--- config.mk ---
export PLATFORM = sky130hd
export DESIGN_NAME = alu_issue_ctrl
export DESIGN_NICKNAME = d
export VERILOG_FILES = /design/src/rtl/alu_issue_ctrl_pkg.sv /design/src/rtl/alu_issue_ctrl_regfile.sv /design/src/rtl/alu_issue_ctrl.sv
export SDC_FILE = /design/constraint.sdc
export NUM_CORES = 1
export LEC_CHECK = 0
export ABC_AREA = 1
export CORE_ASPECT_RATIO = 0.7
export CORE_MARGIN = 2
export CORE_UTILIZATION = 53
export DETAILED_ROUTE_END_ITERATION = 6
export PLACE_DENSITY = 0.84
export SETUP_SLACK_MARGIN = 0.05
export SYNTH_ARGS = -nofsm -noshare
export SYNTH_HDL_FRONTEND = slang
export SYNTH_SLANG_ARGS = --single-unit
--- constraint.sdc ---
create_clock -name clk -period 2.1 [get_ports clk]
set_clock_uncertainty 0.15 [all_clocks]
set_input_delay 0.42 -clock clk [delete_from_list [all_inputs] [get_ports clk]]
set_output_delay 0.42 -clock clk [all_outputs]
set_load 0.02 [all_outputs]
--- src/rtl/alu_issue_ctrl_pkg.sv ---
// alu_issue_ctrl_pkg: opcode map, FSM state encoding and register index width shared by the issue controller
package alu_issue_ctrl_pkg;
   localparam int RIDX_W = 2;
   localparam logic [2:0] OP_MOV = 3'b000;
   localparam logic [2:0] OP_NOT = 3'b001;
   localparam logic [2:0] OP_ADD = 3'b010;
   localparam logic [2:0] OP_SUB = 3'b011;
   localparam logic [2:0] OP_OR  = 3'b100;
   localparam logic [2:0] OP_AND = 3'b101;
   localparam logic [2:0] OP_SLT = 3'b110;
   localparam logic [2:0] OP_ILL = 3'b111;
   typedef enum logic [1:0] {S_IDLE, S_EXEC, S_WB} state_t;
endpackage

--- src/rtl/alu_issue_ctrl_regfile.sv ---
// alu_regfile: 4-entry register file, two combinational read ports, write-back port overrides load port
import alu_issue_ctrl_pkg::*;
module alu_regfile #(
   parameter int Nsize = 3
) (
   input  logic              clk,
   input  logic              reset,
   input  logic [RIDX_W-1:0] ra_addr,
   input  logic [RIDX_W-1:0] rb_addr,
   output logic [Nsize-1:0]  ra_data,
   output logic [Nsize-1:0]  rb_data,
   input  logic              ld_en,
   input  logic [RIDX_W-1:0] ld_addr,
   input  logic [Nsize-1:0]  ld_data,
   input  logic              wb_en,
   input  logic [RIDX_W-1:0] wb_addr,
   input  logic [Nsize-1:0]  wb_wdata
);
   logic [Nsize-1:0] mem [4];
   assign ra_data = mem[ra_addr];
   assign rb_data = mem[rb_addr];
   // later nonblocking write lands last, so write-back wins a same-address collision
   always_ff @(posedge clk)
      if (reset) begin
         for (int i = 0; i < 4; i++) mem[i] <= '0;
      end else begin
         if (ld_en) mem[ld_addr] <= ld_data;
         if (wb_en) mem[wb_addr] <= wb_wdata;
      end
endmodule

--- src/rtl/alu_issue_ctrl.sv ---
// alu_issue_ctrl: accepts instructions, drives ALU select/operands, writes the result back; op 111 traps sticky when ALU_ISSUE_ILLEGAL_TRAP_EN is defined
import alu_issue_ctrl_pkg::*;
module alu_issue_ctrl #(
   parameter int Nsize = 3
) (
   input  logic              clk,
   input  logic              reset,
   input  logic              instr_valid,
   output logic              instr_ready,
   input  logic [2:0]        instr_op,
   input  logic [RIDX_W-1:0] instr_rd,
   input  logic [RIDX_W-1:0] instr_rs,
   input  logic [RIDX_W-1:0] instr_rt,
   input  logic              load_en,
   input  logic [RIDX_W-1:0] load_addr,
   input  logic [Nsize-1:0]  load_data,
   output logic              aop2,
   output logic              aop1,
   output logic              aop0,
   output logic [Nsize-1:0]  alu_a,
   output logic [Nsize-1:0]  alu_b,
   input  logic [Nsize-1:0]  alu_result,
   output logic              wb_valid,
   output logic [RIDX_W-1:0] wb_rd,
   output logic [Nsize-1:0]  wb_data,
   output logic              illegal
);
   state_t state;
   logic [2:0] op_q;
   logic [RIDX_W-1:0] rd_q, rs_q, rt_q;
   logic [Nsize-1:0] rf_a, rf_b;
   logic accept;
   assign instr_ready = state != S_EXEC && !illegal;
   assign accept = instr_valid && instr_ready;
   assign {aop2, aop1, aop0} = op_q;
   assign alu_a = state == S_EXEC ? rf_a : '0;
   assign alu_b = state == S_EXEC ? rf_b : '0;
   alu_regfile #(.Nsize(Nsize)) u_rf (
      .clk(clk), .reset(reset),
      .ra_addr(rs_q), .rb_addr(rt_q), .ra_data(rf_a), .rb_data(rf_b),
      .ld_en(load_en), .ld_addr(load_addr), .ld_data(load_data),
      .wb_en(wb_valid), .wb_addr(wb_rd), .wb_wdata(wb_data)
   );
   // wb_data doubles as the result register captured at the end of EXEC
   always_ff @(posedge clk)
      if (reset) begin
         state <= S_IDLE;
         op_q <= '0;
         rd_q <= '0;
         rs_q <= '0;
         rt_q <= '0;
         wb_valid <= 1'b0;
         wb_rd <= '0;
         wb_data <= '0;
      end else begin
         state <= accept ? S_EXEC : state == S_EXEC ? S_WB : S_IDLE;
         wb_valid <= state == S_EXEC && op_q != OP_ILL;
         if (accept) {op_q, rd_q, rs_q, rt_q} <= {instr_op, instr_rd, instr_rs, instr_rt};
         if (state == S_EXEC && op_q != OP_ILL) {wb_rd, wb_data} <= {rd_q, alu_result};
      end
`ifdef ALU_ISSUE_ILLEGAL_TRAP_EN
   always_ff @(posedge clk)
      illegal <= reset ? 1'b0 : illegal | (accept && instr_op == OP_ILL);
`else
   assign illegal = 1'b0;
`endif
endmodule

[After elaboration in Yosys (flattened, before gate mapping)]
Memories as Yosys holds them, arrays and structs flattened. A register that Yosys moved wholly into a read port is not among the register bits.
Cells that the tools add are included.
Word-level totals
  register bits after elaboration: 17
  memories: 1
  logic and storage cells: 40
  RAM bits: 12
  output and inout port bits: 17
Memory list
  u_rf.mem: depth 4, width 3, read ports 2, clocked after memory_dff 2, write ports 4, line alu_issue_ctrl_regfile.sv:19  | logic [Nsize-1:0] mem [4];
Operators by class
  equal/unequal tests: 3
  multiplexer cells: 22
  reduce and logical (&&, ||, !) cells: 5
Operators by type and width (count)
  2-bit two-way mux: 7
  3-bit two-way mux: 4
  1-bit two-way mux: 11
  3-bit OR reduction: 2
  3-bit != test, second input constant: 1
  2-bit by 1-bit equality test with 1-bit output, second input constant: 1
  1-bit logical AND: 2
  2-bit by 1-bit != test with 1-bit output, second input constant: 1
  2-bit OR reduction: 1

[Depth between registers and ports, before layout]
Gate-level depths: netlist (run 1).
  depth in word-level cells: 5
  depth in mapped cells: 7
  depth with buffers taken out: 6

[Hierarchy]
Synthesis (run 1) repeated with hierarchy kept, for this count alone.
Unflattened totals
  cell total of the unflattened synthesis: 219
  area total of the unflattened synthesis: 1624.1 um^2
Modules (own cells, without submodules)
  alu_regfile: sequential area each 360.3 um^2, cells an instance 122, times used 1, area an instance 897.1 um^2
  alu_issue_ctrl: sequential area each 340.3 um^2, cells an instance 97, times used 1, area an instance 726.9 um^2

[Least setup slack after synthesis (run 1)]
OpenSTA, ideal clock, no wires.
  kind: reg2out
  start point: register (tool-made name)
  end point: output alu_b[1]
  path buffers: 0
  arrival: 0.998 ns
  path slack: 0.532 ns
  cell stages (with the launch flop): 5
  cell sequence: dfxtp_1 inv_1 nand2_1 nand3_1 a21oi_1
RTL lines
  to (decl): line alu_issue_ctrl.sv:21  | output logic [Nsize-1:0] alu_b,

[Worst setup path after layout (run 1)]
  start point: register wb_rd[0]
  end point: output wb_rd[0]
RTL lines
  from (decl): line alu_issue_ctrl.sv:24  | output logic [RIDX_W-1:0] wb_rd,
  from (signal assigned): line alu_issue_ctrl.sv:59  | if (state == S_EXEC && op_q != OP_ILL) {wb_rd, wb_data} <= {rd_q, alu_result};
No word-level cell between the ends.

==> results.txt, run 1 <==
----------------------------------------------------
[Power]
  Pwr dens ... between 700 and 800 nW/um2
  Relative contribution of sequential cells to total power ... between 40% and 50%
  P_int ... around 1.2 mW
  Part of the power in combinational logic ... between 10% and 20%
  Switching power total ... just under 0.4 mW
  Static leakage ... ~1.0 nW
  Switching part of the total power ... approximately 25%
  VDD IR-drop max ... approximately 0.45 mV
  Share of total power in the clock network ... between 30% and 40%

[Yosys]
  Dominant register cell in the synthesized netlist ... sky130_fd_sc_hd__dfxtp_1
  Fraction of the mapped netlist area in adder cells ... 0%
  Share of the yosys chip area belonging to registers ... between 40% and 50%
  Synthesized-area fraction occupied by and/or/nand/nor cells ... 39.7%
  Post-synthesis cell type with the largest combined area ... sky130_fd_sc_hd__dfxtp_1
  Count of warnings emitted by yosys ... 0
  Mapped Nets ... 246
  Post-synth top area share ... between 20% and 30%
  Synthesized area ... 1700 um2
  Mux share of post-synthesis cell area ... 0%
  Synthesis-stage register bit count ... 33
  Number of enable-type register cells in the synthesized netlist ... 12
  Synth area leaders ... sky130_fd_sc_hd__dfxtp_1 25%, sky130_fd_sc_hd__edfxtp_1 21%, sky130_fd_sc_hd__nand2_1 16%, sky130_fd_sc_hd__nand3_1 9.7%, sky130_fd_sc_hd__inv_1 6.9%
  Distinct cell type count after synthesis ... 23
  Post-synthesis area per instance ... approximately 7.5 um2
  Xor and xnor area share after synthesis ... 0%
  Largest family of logic cells by synthesized area ... simple AND/OR/NAND/NOR gates
  Compound-cell area share of the yosys netlist ... between 5 and 6%
  Fraction of registers with async set or reset after synthesis ... 0%
  Count of mapped cells out of synthesis ... 225

[Clock network]
  Number of H-tree levels ... 2
  CTS tree ... done
  Insertion delay to the later sink of the worst-skew pair ... a little under 300 ps
  Number of buffers inserted during clock tree synthesis ... 5
  Clock-pin slew on the worst setup and hold paths ... around 70 ps
  Clock Tree Root ... sky130_fd_sc_hd__clkbuf_8
  CTS sink cnt ... 33
  Number of buffers between clock root and the deepest sink ... 2

[STA]
  Finish-stage setup viols ... 0
  Count of pins over their slew limit ... 0
  RSZ-0062 raised after global routing ... true
  Max frequency ... 507 MHz
  Total Negative Setup Slacks ... 0 ps
  Final min period ... 1970 ps
  Number of hold-slack violations in the final timing report ... 0
  Post-route fraction of the period consumed by the critical path ... between 90% and 100%
  Min Hold Slack ... 321 ps

[Global routing]
  First-pass GRT wire length ... 6.52 mm
  Antenna violations before repair ... 0
  Busiest layer in global routing ... met2
  Met3 Usage GRT ... 7.10%
  Maximum number of pins on one net before global-route repair ... 17
  GR Layer Usage met1 ... 32.3%
  Total congestion overflow ... 0
  Combined global-route utilization of all metal layers ... 23.5%
  Number of global-route vias before repair ... 1397
  Global-route met2 utilization ... 36.0%

[Drt]
  Average vias per placed instance ... slightly above 5
  Drt drc ... 0
  Routed vias ... ~1600
  Average routed wire per standard cell ... 12.2 um
  First-pass iteration count of the detailed router ... 4
  Violation count after the first detailed-routing iteration ... 116
  Number of antenna-violating nets in the routed design ... 0
  Final wirelength ... 3.77 mm

[Setup path]
  Number of buffer and inverter instances along the worst setup path ... 1
  Class of the most critical setup path ... flop to output port
  Largest stage delay on the critical path ... 660 ps
  Critical path's top delay family ... buffers and inverters
  Slowest stage cell, crit path ... sky130_fd_sc_hd__clkdlybuf4s50_1
  Startpoint Class ... flop
  Data required time of the critical path ... roughly 1500 ps
  Arrival time of data at the critical path endpoint ... ~1400 ps
  Endpoint type of the worst setup path ... output port
  Peak fanout along the critical path ... 5
  Cell Chain, Critical Path ... clkdlybuf4s50_1

[Floorplan]
  Floorplan die area ... 3670 um2
  Placeable core region ... approximately 3100 um2
  Initial Util ... between 50% and 60%
  Die X ... between 70 and 80 um
  Standard-cell rows ... 17
  Die Ht ... around 51 um
  Count of pins on the block boundary ... 38

[Run status]
  Outcome ... finished, final reports clean

[Finish]
  Fraction of layout cells with a size suffix above 1 ... about a tenth
  Antenna diode instance count ... 0
  Area taken by multi-input logic gates ... 762 um2
  Fill count ... about 250
  Sequential cell area ... about 780 um2
  Layout overhead on the synthesized area ... 30.2%
  Number of nets in the finished design ... 290

[Placement]
  Placer congestion estimate ... roughly 0.91
  Buffers added on ports ... 36
  Post-detail-place hpwl ... a little under 3 mm

[Run]
  Max-capacitance violation count ... 0

[Min path]
  Path category of the worst min-delay check ... flop to flop

----------------------------------------------------
power by group through the flow:
stage	Sequential, mW	Clock [mW]	Combinational [mW]
after floorplan	0.754	0	0.131
after global placement	0.745	0	0.248
after detailed placement	0.746	0	0.251
after CTS	0.733	0.613	0.248
after global routing	0.738	0.650	0.274
final	0.733	0.612	0.248
metal layers:
layer  routed length (um)  vias up
met5                    0        -
met4                   63        0
met3                  240        9
met2                 1670       57
met1                 1800      694
li1                     -      798
cells in the final DEF (no fill, tap or decap), types with 4 or more instances in the layout:
cell type / synthesis / final
sky130_fd_sc_hd__o21ai_0: 6 / 6
sky130_fd_sc_hd__clkbuf_8: 0 / 6
sky130_fd_sc_hd__inv_1: 31 / 31
sky130_fd_sc_hd__buf_4: 1 / 4
sky130_fd_sc_hd__clkdlybuf4s50_1: 0 / 29
sky130_fd_sc_hd__dfxtp_1: 21 / 21
sky130_fd_sc_hd__nor2_1: 17 / 17
sky130_fd_sc_hd__edfxtp_1: 12 / 12
sky130_fd_sc_hd__nand2_1: 74 / 74
sky130_fd_sc_hd__a21oi_1: 11 / 11
sky130_fd_sc_hd__nand3_1: 33 / 33
path summary, 6_finish.rpt:
| path | depth (start not counted) | slack, ps | endpoint | from |
|---|---|---|---|---|
| worst min-delay path | 2 | 320 | rs_q[1] | rs_q[1] |
| worst min register to register | 2 | 320 | rs_q[1] | rs_q[1] |
| worst max register to register | 3 | 640 | u_rf.mem[0][1] | wb_rd[0] |
| worst max-delay path | 1 | 130 | wb_rd[0] | wb_rd[0] |
through the flow:
stage	utilization, %	instances	total power [mW]	setup WS (ps)	area (um2)
final	71.1	308	1.59	129	2210
after global routing	71.1	308	1.66	16.6	2210
after CTS	71.4	308	1.59	37.0	2220
after detailed placement	67.9	300	0.997	65.5	2110
after global placement	67.9	300	0.992	107	2110
after floorplan	-	225	0.886	532	1700
cells in the mapped netlist, types with 2 or more instances:
cell	n
sky130_fd_sc_hd__inv_1	31
sky130_fd_sc_hd__edfxtp_1	12
sky130_fd_sc_hd__nand3_1	33
sky130_fd_sc_hd__nand2_1	74
sky130_fd_sc_hd__nor2_4	2
sky130_fd_sc_hd__nand2_4	2
sky130_fd_sc_hd__a21oi_1	11
sky130_fd_sc_hd__nor2_8	2
sky130_fd_sc_hd__o21ai_0	6
sky130_fd_sc_hd__nor2_1	17
sky130_fd_sc_hd__dfxtp_1	21
sky130_fd_sc_hd__nand3b_1	3
cells by family after synthesis:
family                 after synthesis
AOI/OAI and AO/OA                   17
buffers and inverters               36
DFF                                 33
other                                1
and+or+nand+nor                    138
area by class of cell:
class,instances,area share (%)
flip-flops and latches,33,35.4
clock inverters,1,1.36
repair buffers,40,16.8
inverters,33,5.84
multi-input cells,156,34.5
well taps,38,2.15
clock buffers,7,3.91
timing repair:
action,4_1_cts,5_1_grt
setup endpoints to repair,7,4
resized for setup,8,6
setup buffers,0,0
hold buffers,0,0
worst reg2reg max path, delay by kind of cell, from the launching register on:
kind	cells	cell delay, ps
flops	1	380
simple gates	3	620
Power figures use the tool's default switching activity.
==> run 2, diff against run 1 <==
--- a/constraint.sdc
+++ b/constraint.sdc
@@ -4,2 +4,2 @@
 set_output_delay 0.42 -clock clk [all_outputs]
-set_load 0.02 [all_outputs]
+set_load 0.005 [all_outputs]
==> run 2 against run 1 <==
  * Final cell count down 0.32%
  * Critical endpoint is now instr_ready
  * Via count decreased by 1.3%
  * Critical path depth increased by 2
  * Global-route usage shrank 2.2 points
==> results.txt, run 2 (synthesized netlist as in run 1, its figures left out) <==
----------------------------------------------------
[Run status]
  Outcome ... finished, final reports clean (unchanged)

[Placement]
  Buffers added on ports ... 36 (unchanged)
  Post-detail-place hpwl ... 2.79 mm (was 2.92 mm)
  Post-placement worst setup slack ... 138 ps (was 65.5 ps)
  Placer congestion estimate ... 0.895 (was 0.909)

[Power]
  Pwr dens ... 640 nW/um2 (was 722 nW/um2)
  VDD IR-drop max ... 0.368 mV (was 0.449 mV)
  Static leakage ... 1.02 nW (was 1.03 nW)

[Drt]
  Routed vias ... 1537 (was 1558)
  Average vias per placed instance ... 5.01 (was 5.06)
  Violation count after the first detailed-routing iteration ... 100 (was 116)
  Drt drc ... 0 (unchanged)
  First-pass iteration count of the detailed router ... 4 (unchanged)
  Average routed wire per standard cell ... 11.5 um (was 12.2 um)
  Number of antenna-violating nets in the routed design ... 0 (unchanged)
  Final wirelength ... 3.53 mm (was 3.77 mm)

[Finish]
  Layout overhead on the synthesized area ... 28.7% (was 30.2%)
  Finished Core Util ... 70.3% (was 71.1%)
  Antenna diode instance count ... 0 (unchanged)
  Most frequent cells in the layout ... 74 x sky130_fd_sc_hd__nand2_1, 33 x sky130_fd_sc_hd__nand3_1, 30 x sky130_fd_sc_hd__clkdlybuf4s50_1 (was 74 x sky130_fd_sc_hd__nand2_1, 33 x sky130_fd_sc_hd__nand3_1, 31 x sky130_fd_sc_hd__inv_1)
  Fraction of layout cells with a size suffix above 1 ... 9.29% (was 10.0%)
  Number of nets in the finished design ... 289 (was 290)
  Commonest non-fill, non-tap cell in the layout ... sky130_fd_sc_hd__nand2_1 (unchanged)

[Setup path]
  Arrival time of data at the critical path endpoint ... 1400 ps (about the same)
  Class of the most critical setup path ... flop to output port (unchanged)
  Number of buffer and inverter instances along the worst setup path ... 2 (was 1)
  Endpoint type of the worst setup path ... output port (unchanged)
  Slowest stage cell, crit path ... sky130_fd_sc_hd__clkdlybuf4s50_1 (unchanged)
  Critical path's top delay family ... buffers and inverters (unchanged)
  Cell Chain, Critical Path ... inv_2 > nand2_4 > clkdlybuf4s50_1 (was clkdlybuf4s50_1)
  Largest stage delay on the critical path ... 520 ps (was 660 ps)
  Startpoint Class ... flop (unchanged)
  Data required time of the critical path ... 1530 ps (about the same)
  Peak fanout along the critical path ... 9 (was 5)

[STA]
  Total Negative Setup Slacks ... 0 ps (unchanged)
  Count of pins over their slew limit ... 0 (unchanged)
  PnR worst setup slack ... 132 ps (was 129 ps)
  Final min period ... 1970 ps (about the same)
  Finish-stage setup viols ... 0 (unchanged)
  RSZ-0062 raised after global routing ... false (was true)
  Max frequency ... 508 MHz (was 507 MHz)
  Post-route fraction of the period consumed by the critical path ... 93.7% (was 93.9%)
  Number of hold-slack violations in the final timing report ... 0 (unchanged)

[Clock network]
  Number of cells upsized or downsized after cts ... 12 (was 8)
  Number of buffers between clock root and the deepest sink ... 2 (unchanged)
  Number of H-tree levels ... 2 (unchanged)
  CTS sink cnt ... 33 (unchanged)
  Number of hold buffers added after cts ... 0 (unchanged)
  Number of buffers inserted during clock tree synthesis ... 5 (unchanged)
  Clock-pin slew on the worst setup and hold paths ... 60 ps (was 70 ps)
  Insertion delay to the later sink of the worst-skew pair ... 280 ps (was 290 ps)
  Number of buffers added for setup after CTS ... 0 (unchanged)
  Clock Tree Root ... sky130_fd_sc_hd__clkbuf_8 (unchanged)
  CTS tree ... done (unchanged)

[Min path]
  Path category of the worst min-delay check ... flop to flop (unchanged)

[Global routing]
  Antenna violations before repair ... 0 (unchanged)
  Total congestion overflow ... 0 (unchanged)
  Number of global-route vias before repair ... 1348 (was 1397)
  Combined global-route utilization of all metal layers ... 21.4% (was 23.5%)
  First-pass GRT wire length ... 6.02 mm (was 6.52 mm)
  Maximum number of pins on one net before global-route repair ... 17 (unchanged)

[Floorplan]
  Die X ... 71.6 um (unchanged)
  Standard-cell rows ... 17 (unchanged)
  Count of pins on the block boundary ... 38 (unchanged)
  Placeable core region ... 3110 um2 (unchanged)
  Die Ht ... 51.3 um (unchanged)
  Floorplan die area ... 3670 um2 (unchanged)
  Initial Util ... 54.6% (unchanged)

[Run]
  Max-capacitance violation count ... 0 (unchanged)

----------------------------------------------------
run 2: worst min-delay path, stage by stage (launching register included):
cell and delay, ps:
sky130_fd_sc_hd__dfxtp_1 300, sky130_fd_sc_hd__nand3_1 70, sky130_fd_sc_hd__nand2_1 60
run 2: cell type report:
cell class | count | area (um2)
Fill cell | 262 | 923
Sequential cell | 33 | 788
Multi-Input combinational cell | 156 | 762
Timing Repair Buffer | 39 | 375
Inverter | 33 | 129
Clock buffer | 7 | 76.3
Tap cell | 38 | 47.5
Clock inverter | 1 | 3.75
run 2: path summary, 6_finish.rpt:
check	start	cells past startpoint	to	slack, ps
max	state[1]	3	instr_ready	130
min	rs_q[1]	2	flop	330
max reg2reg	wb_rd[0]	3	u_rf.mem[0][0]	730
min reg2reg	rs_q[1]	2	flop	330
run 2: where the power goes:
group / leakage, nW / internal [mW] / switching [mW] / total, mW
Sequential: 0.298 / 0.703 / 0.0313 / 0.735
Clock: 0.0399 / 0.230 / 0.212 / 0.442
Combinational: 0.680 / 0.107 / 0.114 / 0.221
run 2: through the flow:
step	total power [mW]	cell area (um2)	hold WS [ps]	std cells
global route	1.47	2180	341	307
finish	1.40	2180	327	307
detailed placement	0.971	2100	314	299
global placement	0.967	2100	310	299
floorplan	0.864	1700	294	225
CTS	1.40	2180	324	307
run 2: metal layers:
layer  vias up  wire [um]  track usage [%]  part of all wire, %
met4         0         23             4.72                 0.65
met5         -          0                0                    0
li1        800          -                -                    -
met1       680       1780             30.3                   50
met3         3        234             6.51                  6.6
met2        54       1500             32.1                   42
